### config.mk
export PLATFORM = sky130hd
export DESIGN_NAME = sdram_ctrl_module
export DESIGN_NICKNAME = d
export VERILOG_FILES = /design/src/rtl/sdram_ctrl_module.sv
export SDC_FILE = /design/constraint.sdc
export NUM_CORES = 1
export LEC_CHECK = 0
export ABC_AREA = 1
export BUFFER_PORTS_ARGS = -buffer_cell sky130_fd_sc_hd__buf_2
export CAP_MARGIN = 10
export CELL_PAD_IN_SITES_DETAIL_PLACEMENT = 1
export CELL_PAD_IN_SITES_GLOBAL_PLACEMENT = 2
export CORE_ASPECT_RATIO = 1.25
export CORE_MARGIN = 2
export CORE_UTILIZATION = 25
export DETAILED_ROUTE_END_ITERATION = 10
export GPL_TIMING_DRIVEN = 0
export PLACE_DENSITY_LB_ADDON = 0.1
export SYNTH_ARGS = -nofsm -noshare
export SYNTH_HDL_FRONTEND = slang
export SYNTH_SLANG_ARGS = --single-unit
### constraint.sdc
create_clock -name clk -period 1.75 [get_ports clk]
set_input_delay 0.0875 -clock clk [delete_from_list [all_inputs] [get_ports clk]]
set_output_delay 0.0875 -clock clk [all_outputs]
set_load 0.02 [all_outputs]
### src/rtl/sdram_ctrl_module.sv
// Sequencer/arbiter in front of the SDRAM function block: one-shot init, periodic refresh,
// and fixed-priority arbitration of page-read, write and single-read requesters onto a one-hot call bus.
module sdram_ctrl_module #(
  parameter logic [13:0] REF_PERIOD = 14'd1500
) (
  input  logic        clk,
  input  logic        rst_n,
  output logic [4:0]  oCall,
  input  logic        iDone,
  output logic [23:0] oAddr,
  output logic [23:0] oAddrPage,
  output logic [15:0] oWrData,
  input  logic [15:0] iRdData,
  input  logic        iPageReq,
  input  logic [23:0] iPageAddr,
  output logic        oPageAck,
  input  logic        iWrReq,
  input  logic [23:0] iWrAddr,
  input  logic [15:0] iWrData,
  output logic        oWrAck,
  input  logic        iRdReq,
  input  logic [23:0] iRdAddr,
  output logic [15:0] oRdData,
  output logic        oRdAck,
  output logic        oInitDone
);

  typedef enum logic [2:0] {INIT, IDLE, REFRESH, PAGE, WRITE, READ} stateType;

  localparam logic [4:0] CALL_INIT    = 5'b00001;
  localparam logic [4:0] CALL_REFRESH = 5'b00010;
  localparam logic [4:0] CALL_READ    = 5'b00100;
  localparam logic [4:0] CALL_WRITE   = 5'b01000;
  localparam logic [4:0] CALL_PAGE    = 5'b10000;

  stateType    state, stateNext;
  logic [4:0]  callNext;
  logic [23:0] addrNext, addrPageNext;
  logic [15:0] wrDataNext, rdDataNext;
  logic        pageAckNext, wrAckNext, rdAckNext, initDoneNext;
  logic [13:0] refCnt, refCntNext;
  logic        refPending, refPendingNext, refWrap;

  // Next-state and next-output logic; every output is registered so the call drop
  // lands one cycle after the done pulse, as the function block expects.
  always_comb begin
    stateNext      = state;
    callNext       = oCall;
    addrNext       = oAddr;
    addrPageNext   = oAddrPage;
    wrDataNext     = oWrData;
    rdDataNext     = oRdData;
    pageAckNext    = 1'b0;
    wrAckNext      = 1'b0;
    rdAckNext      = 1'b0;
    initDoneNext   = oInitDone;
    refPendingNext = refPending;
    refWrap        = oInitDone && (refCnt == REF_PERIOD - 14'd1);
    refCntNext     = (!oInitDone || refWrap) ? 14'd0 : refCnt + 14'd1;

    case (state)
      INIT: begin
        if (iDone) begin
          callNext     = 5'b00000;
          initDoneNext = 1'b1;
          stateNext    = IDLE;
        end
      end
      IDLE: begin
        if (refPending) begin
          stateNext      = REFRESH;
          callNext       = CALL_REFRESH;
          refPendingNext = 1'b0;
        end else if (iPageReq) begin
          stateNext    = PAGE;
          callNext     = CALL_PAGE;
          addrNext     = iPageAddr;
          addrPageNext = iPageAddr;
        end else if (iWrReq) begin
          stateNext  = WRITE;
          callNext   = CALL_WRITE;
          addrNext   = iWrAddr;
          wrDataNext = iWrData;
        end else if (iRdReq) begin
          stateNext = READ;
          callNext  = CALL_READ;
          addrNext  = iRdAddr;
        end
      end
      REFRESH, PAGE, WRITE, READ: begin
        if (iDone) begin
          callNext    = 5'b00000;
          stateNext   = IDLE;
          pageAckNext = (state == PAGE);
          wrAckNext   = (state == WRITE);
          rdAckNext   = (state == READ);
          if (state == READ) rdDataNext = iRdData;
        end
      end
      default: begin
        callNext  = 5'b00000;
        stateNext = IDLE;
      end
    endcase

    // A wrap in the same cycle as a refresh grant keeps the request alive.
    if (refWrap) refPendingNext = 1'b1;
  end

  always_ff @(posedge clk or negedge rst_n) begin
    if (!rst_n) begin
      state      <= INIT;
      oCall      <= CALL_INIT;
      oAddr      <= 24'd0;
      oAddrPage  <= 24'd0;
      oWrData    <= 16'd0;
      oRdData    <= 16'd0;
      oPageAck   <= 1'b0;
      oWrAck     <= 1'b0;
      oRdAck     <= 1'b0;
      oInitDone  <= 1'b0;
      refCnt     <= 14'd0;
      refPending <= 1'b0;
    end else begin
      state      <= stateNext;
      oCall      <= callNext;
      oAddr      <= addrNext;
      oAddrPage  <= addrPageNext;
      oWrData    <= wrDataNext;
      oRdData    <= rdDataNext;
      oPageAck   <= pageAckNext;
      oWrAck     <= wrAckNext;
      oRdAck     <= rdAckNext;
      oInitDone  <= initDoneNext;
      refCnt     <= refCntNext;
      refPending <= refPendingNext;
    end
  end

endmodule
==> impl_metrics.json, run 1 <==
{
  "status": "completed",
  "vias": 4793,
  "slew_headroom": 0.607,
  "ys_warn_count": 0,
  "syn_to_final_growth_pct": 42.9,
  "wl_per_cell_um": 14.8,
  "worst_slew_pin_slew_ns": 0.590,
  "fin_nets": 967,
  "period_needed_ns": 1.51,
  "clk_latency_ns": 0.35,
  "fillers": 2423,
  "ys_async_sr_fraction": 1.00,
  "grt_pass1_wl_um": 27000,
  "io_buffer_count": 197,
  "ys_ff_latch": 107,
  "finalPower_mw": 10.9,
  "clk_pin_slew_worst_paths_ns": 0.07,
  "start_kind": "primary input",
  "placed_cell_area_um2": 6250,
  "crit_arrival_ns": 1.80,
  "p_int_mw": 6.18,
  "cp-end-kind": "flop",
  "cts-root-buf": "clkbuf_16",
  "routabilityCongestion": 0.763,
  "final_cell_area_um2": 7010,
  "ys_seq_area_frac": 0.546,
  "rsz0062_at_grt": "false",
  "synthCells": 600,
  "design.core.area_um2": 19300,
  "clockBufferDepth": 2,
  "seqPwrFrac": 0.370,
  "synth.most_common_cell": "nand2_1",
  "fin_ws_ns": 0.239,
  "cap_violations": 0,
  "pwr-share-clk": 0.180,
  "clock-sinks": 107,
  "grt_overflow": 0,
  "synth_top_cell_by_area": "dfrtp_1",
  "finalCritPeriodShare": 0.864,
  "post_cts.repair.setup_buffers": 0,
  "antenna_left": 0,
  "syn_area_um2": 4900,
  "ir_worst_vdd_mv": 0.541,
  "multi_input_area_um2": 1910,
  "synth_common_cells": "nand2_1, dfrtp_1, nand3_1",
  "vias_per_cell": 4.26,
  "h-tree-depth": 3,
  "max_freq_mhz": 662,
  "wl_met3_um": 1060,
  "drive_gt1_frac": 0.293,
  "route.met2.wl_um": 8320,
  "cts_made_buffers": 9,
  "synth_edf_count": 0,
  "clock_skew_ns": 0.00655,
  "hp-class": "in2reg",
  "power_leakage_nw": 3.81,
  "synth_area_leaders": "dfrtp_1, nand2_1, nand3_1, nor2_1, inv_1",
  "hold_viol_final": 0,
  "worstPathRequired_ns": 2.04,
  "first_pass_iters": 4,
  "routed.top_layer": "met4",
  "fp.dieArea_um2": 20800,
  "power_frac_comb": 0.450,
  "power_switching_share": 0.435,
  "initial_core_util": 0.254,
  "power.density_nw_per_um2": 1560,
  "dp_hpwl_um": 12600,
  "syn_avg_cell_area_um2": 8.17,
  "syn_nets": 712,
  "wirelength_um": 16700,
  "dp_slack_ns": 0.122,
  "crit_path_max_fanout": 10,
  "synth_top_area_frac": 0.541,
  "critPathKind": "in2reg",
  "fp.dieH_um": 161,
  "synth_cell_types": 27,
  "setup_viol": 0,
  "seqCellArea_um2": 2680,
  "grt_pass1_vias": 5061,
  "grt_max_degree": 59,
  "synth_top_flop_cell": "dfrtp_1",
  "rows": 57,
  "ios": 199,
  "antenna_found_initial": 1,
  "drt_iter0_drc": 162,
  "drc": 0,
  "cts_tree": "done",
  "drt-met1-wl_um": 6940,
  "grt.total_usage": 0.167,
  "die_w_um": 129,
  "drv_slew": 0,
  "p_switching_mw": 4.76
}
[layout by cell type (no fill, tap or decap), types with 5 or more instances in the layout]
cell type | synthesis | final
buf_2 | 9 | 204
buf_4 | 5 | 5
buf_6 | 7 | 9
clkbuf_1 | 4 | 5
clkbuf_16 | 0 | 9
dfrtp_1 | 106 | 105
dlygate4sd3_1 | 0 | 46
inv_1 | 32 | 32
nand2_1 | 294 | 294
nand3_1 | 46 | 46
nand4_1 | 5 | 5
nor2_1 | 33 | 33
nor2_4 | 5 | 5
o211ai_1 | 14 | 14
o21ai_0 | 5 | 5
o21ai_1 | 5 | 5
o21ai_2 | 6 | 6
[final cells by class]
type                       count  share of cell area
antenna                        2            0.000714
buffer                        25              0.0261
clock buffer                  12              0.0366
clock inverter                 3             0.00339
inverter                      36              0.0193
multi-input combinational    432               0.273
sequential                   107               0.382
tap                          265              0.0473
timing repair buffer         244               0.211
[metal layers]
layer / GRT usage / vias up
li1: - / 2382
met2: 0.283 / 122
met1: 0.199 / 2269
met4: 0.0603 / 0
met5: 0 / -
met3: 0.0493 / 20
[kinds of logic (layout without fill, tap and decap cells)]
family,Yosys count,in the layout,share of synthesized area
simple gates,388,388,0.323
flops,107,107,0.546
buf+inv,61,320,0.0635
compound gates,35,35,0.0495
xor+xnor,7,7,0.0125
fa+ha+maj,2,2,0.00510
other cells,0,2,0
[flip-flops by register name (all words and copies together), names as in the netlist]
| name | flops |
|---|---|
| oAddrPage | 24 |
| oAddr | 24 |
| oRdData | 16 |
| oWrData | 16 |
| refCnt | 14 |
| oCall | 5 |
| state | 3 |
| oInitDone | 1 |
| oPageAck | 1 |
| oRdAck | 1 |
| oWrAck | 1 |
| refPending | 1 |
[power by group through the flow]
stage	clock (mW)	sequential, mW	combinational (mW)
after floorplan	0	5.14	1.96
after global placement	0	4.04	4.85
after detailed placement	0	4.09	4.95
after CTS	2.07	4.05	5.04
after global routing	2.16	4.19	5.51
final	1.97	4.04	4.92
[critical path, cell delays in order]
cell and delay [ns]:
dlygate4sd3_1 0.55, buf_2 0.14, inv_1 0.13, nand2_1 0.13
inv_1 0.21, buf_4 0.22, nand2_1 0.06, o211ai_1 0.11
nand2_1 0.08, nand2_1 0.07
[metrics by stage]
| step | util | hold WS (ns) | std cells | TNS, ns |
|---|---|---|---|---|
| 2_1_floorplan | - | -0.208 | 600 | 0 |
| 3_3_place_gp | 0.322 | 0.293 | 1062 | -91.35 |
| 3_5_place_dp | 0.324 | 0.0745 | 1063 | 0 |
| 4_1_cts | 0.362 | 0.00169 | 1124 | 0 |
| 5_1_grt | 0.362 | 0.0243 | 1124 | 0 |
| 6_report | 0.363 | 0.0148 | 1126 | 0 |
[path summary, 6_finish.rpt]
check,slack (ns),to,start,cells after the start
worst max-delay path,0.24,oAddr[19]$_DFFE_PN0P_,iWrReq,10
worst min-delay path,0.01,oAddrPage[0]$_DFFE_PN0P_,iPageAddr[0],3
worst max register to register,0.27,oAddrPage[23]$_DFFE_PN0P_,state[1]$_DFFE_PN0P_,8
worst min register to register,0.47,oWrData[1]$_DFFE_PN0P_,oWrData[1]$_DFFE_PN0P_,2
max in group asynchronous,0.83,oWrData[15]$_DFFE_PN0P_,rst_n,3
min in group asynchronous,0.25,refCnt[7]$_DFF_PN0_,rst_n,2
[timing repair]
item	in CTS	in global routing
resized for setup	0	4
hold buffers	46	0
setup endpoints to repair	0	10
hold endpoints to repair	93	0
No activity file was read; power rests on OpenSTA's default activity.
==> inputs of run 2 (changes only) <==
Settings changed: CORE_ASPECT_RATIO 1.25 to default, CORE_UTILIZATION 25 to 26.
==> run 2 against run 1 <==
Compared with the run above:
- maximum frequency shrank 2.4%
- total power grew 3.3%
- hold slack lost 0.0099 ns
- critical endpoint is now refCnt[7]$_DFF_PN0_
- highest routed layer unchanged
==> impl_metrics.json, run 2 (same netlist as run 1, synthesis figures left out) <==
{
  "status": "completed",
  "ir_worst_vdd_mv": 0.636,
  "hold_depth": 3,
  "grt_pass1_wl_um": 26800,
  "drt_iter0_drc": 166,
  "final_core_util": 0.380,
  "grt.total_usage": 0.170,
  "vias_per_cell": 4.38,
  "clock_skew_ns": 0.00490,
  "fin_nets": 971,
  "slew_headroom": 0.645,
  "routabilityCongestion": 0.787,
  "hold_viol_final": 0,
  "power.density_nw_per_um2": 1600,
  "drc": 0,
  "cap_violations": 0,
  "fp.dieArea_um2": 20000,
  "period_needed_ns": 1.55,
  "h-tree-depth": 3,
  "grt_overflow": 0,
  "cp-end-kind": "flop",
  "crit_arrival_ns": 1.79,
  "start_kind": "flop",
  "max_freq_mhz": 646,
  "die_w_um": 141,
  "clock-sinks": 107,
  "clockBufferDepth": 2,
  "dp_hpwl_um": 12400,
  "syn_to_final_growth_pct": 44.0,
  "cts_tree": "done",
  "antenna_left": 0,
  "cts_made_buffers": 9,
  "wl_per_cell_um": 15.0,
  "crit_start": "refCnt[0]$_DFF_PN0_",
  "first_pass_iters": 4,
  "rsz0062_at_grt": "false",
  "design.core.area_um2": 18600,
  "fillers": 2275,
  "worstPathRequired_ns": 1.99,
  "cts-root-buf": "clkbuf_16",
  "grt_pass1_vias": 5180,
  "final_cell_area_um2": 7060,
  "vias": 4818,
  "wirelength_um": 16400,
  "drv_slew": 0,
  "initial_core_util": 0.264,
  "grt_max_degree": 57,
  "clk_pin_slew_worst_paths_ns": 0.07,
  "layout_commonest_cell": "nand2_1",
  "top_regs": "oAddrPage x24, oAddr x24",
  "rows": 50,
  "min_from": "iPageAddr[1]",
  "critPathKind": "reg2reg",
  "crit_path_max_fanout": 10,
  "worst_slew_pin_slew_ns": 0.532,
  "io_buffer_count": 197,
  "antenna_found_initial": 2,
  "placed_cell_area_um2": 6220,
  "power_leakage_nw": 3.86,
  "fp.dieH_um": 141,
  "r2r-start": "refCnt[0]$_DFF_PN0_",
  "setup_viol": 0,
  "ios": 199,
  "post_cts.repair.setup_buffers": 0,
  "r2r_cells": 9,
  "final_cell_mix": "nand2_1, buf_2, dfrtp_1",
  "hp-class": "in2reg",
  "clk_latency_ns": 0.35,
  "drive_gt1_frac": 0.292,
  "finalCritPeriodShare": 0.884
}
## run 2: worst paths after layout
path | slack, ns | end
setup reg to reg | 0.20 | refCnt[7]$_DFF_PN0_
min in group asynchronous | 0.25 | refCnt[8]$_DFF_PN0_
hold reg to reg | 0.47 | oRdData[15]$_DFFE_PN0P_
max in group asynchronous | 0.83 | oAddrPage[5]$_DFFE_PN0P_
hold / removal | 0.005 | oAddrPage[1]$_DFFE_PN0P_
setup / recovery | 0.20 | refCnt[7]$_DFF_PN0_
## run 2: repair_timing
item | in CTS | in global routing
hold endpoints to repair | 99 | 0
resized for setup | 0 | 1
endpoints found under the setup margin | 0 | 10
hold buffers | 50 | 0
## run 2: metrics by stage
step	power, mW	TNS (ns)	hold WS [ns]	setup slack, ns	instances
2_1_floorplan	7.10	0	-0.208	0.411	600
3_3_place_gp	8.91	-85.19	0.294	-0.811	1031
3_5_place_dp	9.06	0	0.0794	0.151	1032
4_1_cts	11.5	0	0.000260	0.134	1098
5_1_grt	12.2	0	0.00231	0.00262	1099
6_report	11.3	0	0.00488	0.202	1099
## run 2: critical path: stages (launching register included)
cell	delay [ns]
dfrtp_1	0.43
ha_1	0.20
inv_1	0.04
nor2_1	0.08
nand2_1	0.05
nor2_1	0.12
nand2_1	0.06
nand2_1	0.14
clkbuf_4	0.25
nor2_1	0.06
## run 2: area by class of cell
| class | instances | area, um2 | area share |
|---|---|---|---|
| flip-flops and latches | 107 | 2680 | 0.379 |
| multi-input cells | 432 | 1910 | 0.271 |
| repair buffers | 248 | 1520 | 0.215 |
| well taps | 234 | 293 | 0.0415 |
| clock buffers | 13 | 270 | 0.0383 |
| plain buffers | 25 | 179 | 0.0253 |
| inverters | 36 | 135 | 0.0191 |
| clock inverters | 3 | 68.8 | 0.00975 |
| diodes | 1 | 2.50 | 0.000354 |
## run 2: where the power goes
part	switching [mW]	leakage (nW)	internal [mW]
Combinational	3.27	2.34	1.68
Sequential	0.582	1.35	3.46
Clock	0.930	0.166	1.38
Total	4.78	3.86	6.51
## run 2: metal layers
metal,wire length (um),global-route usage
met2,7800,0.287
met4,270,0.0542
met3,990,0.0435
met5,0,0
met1,7380,0.214
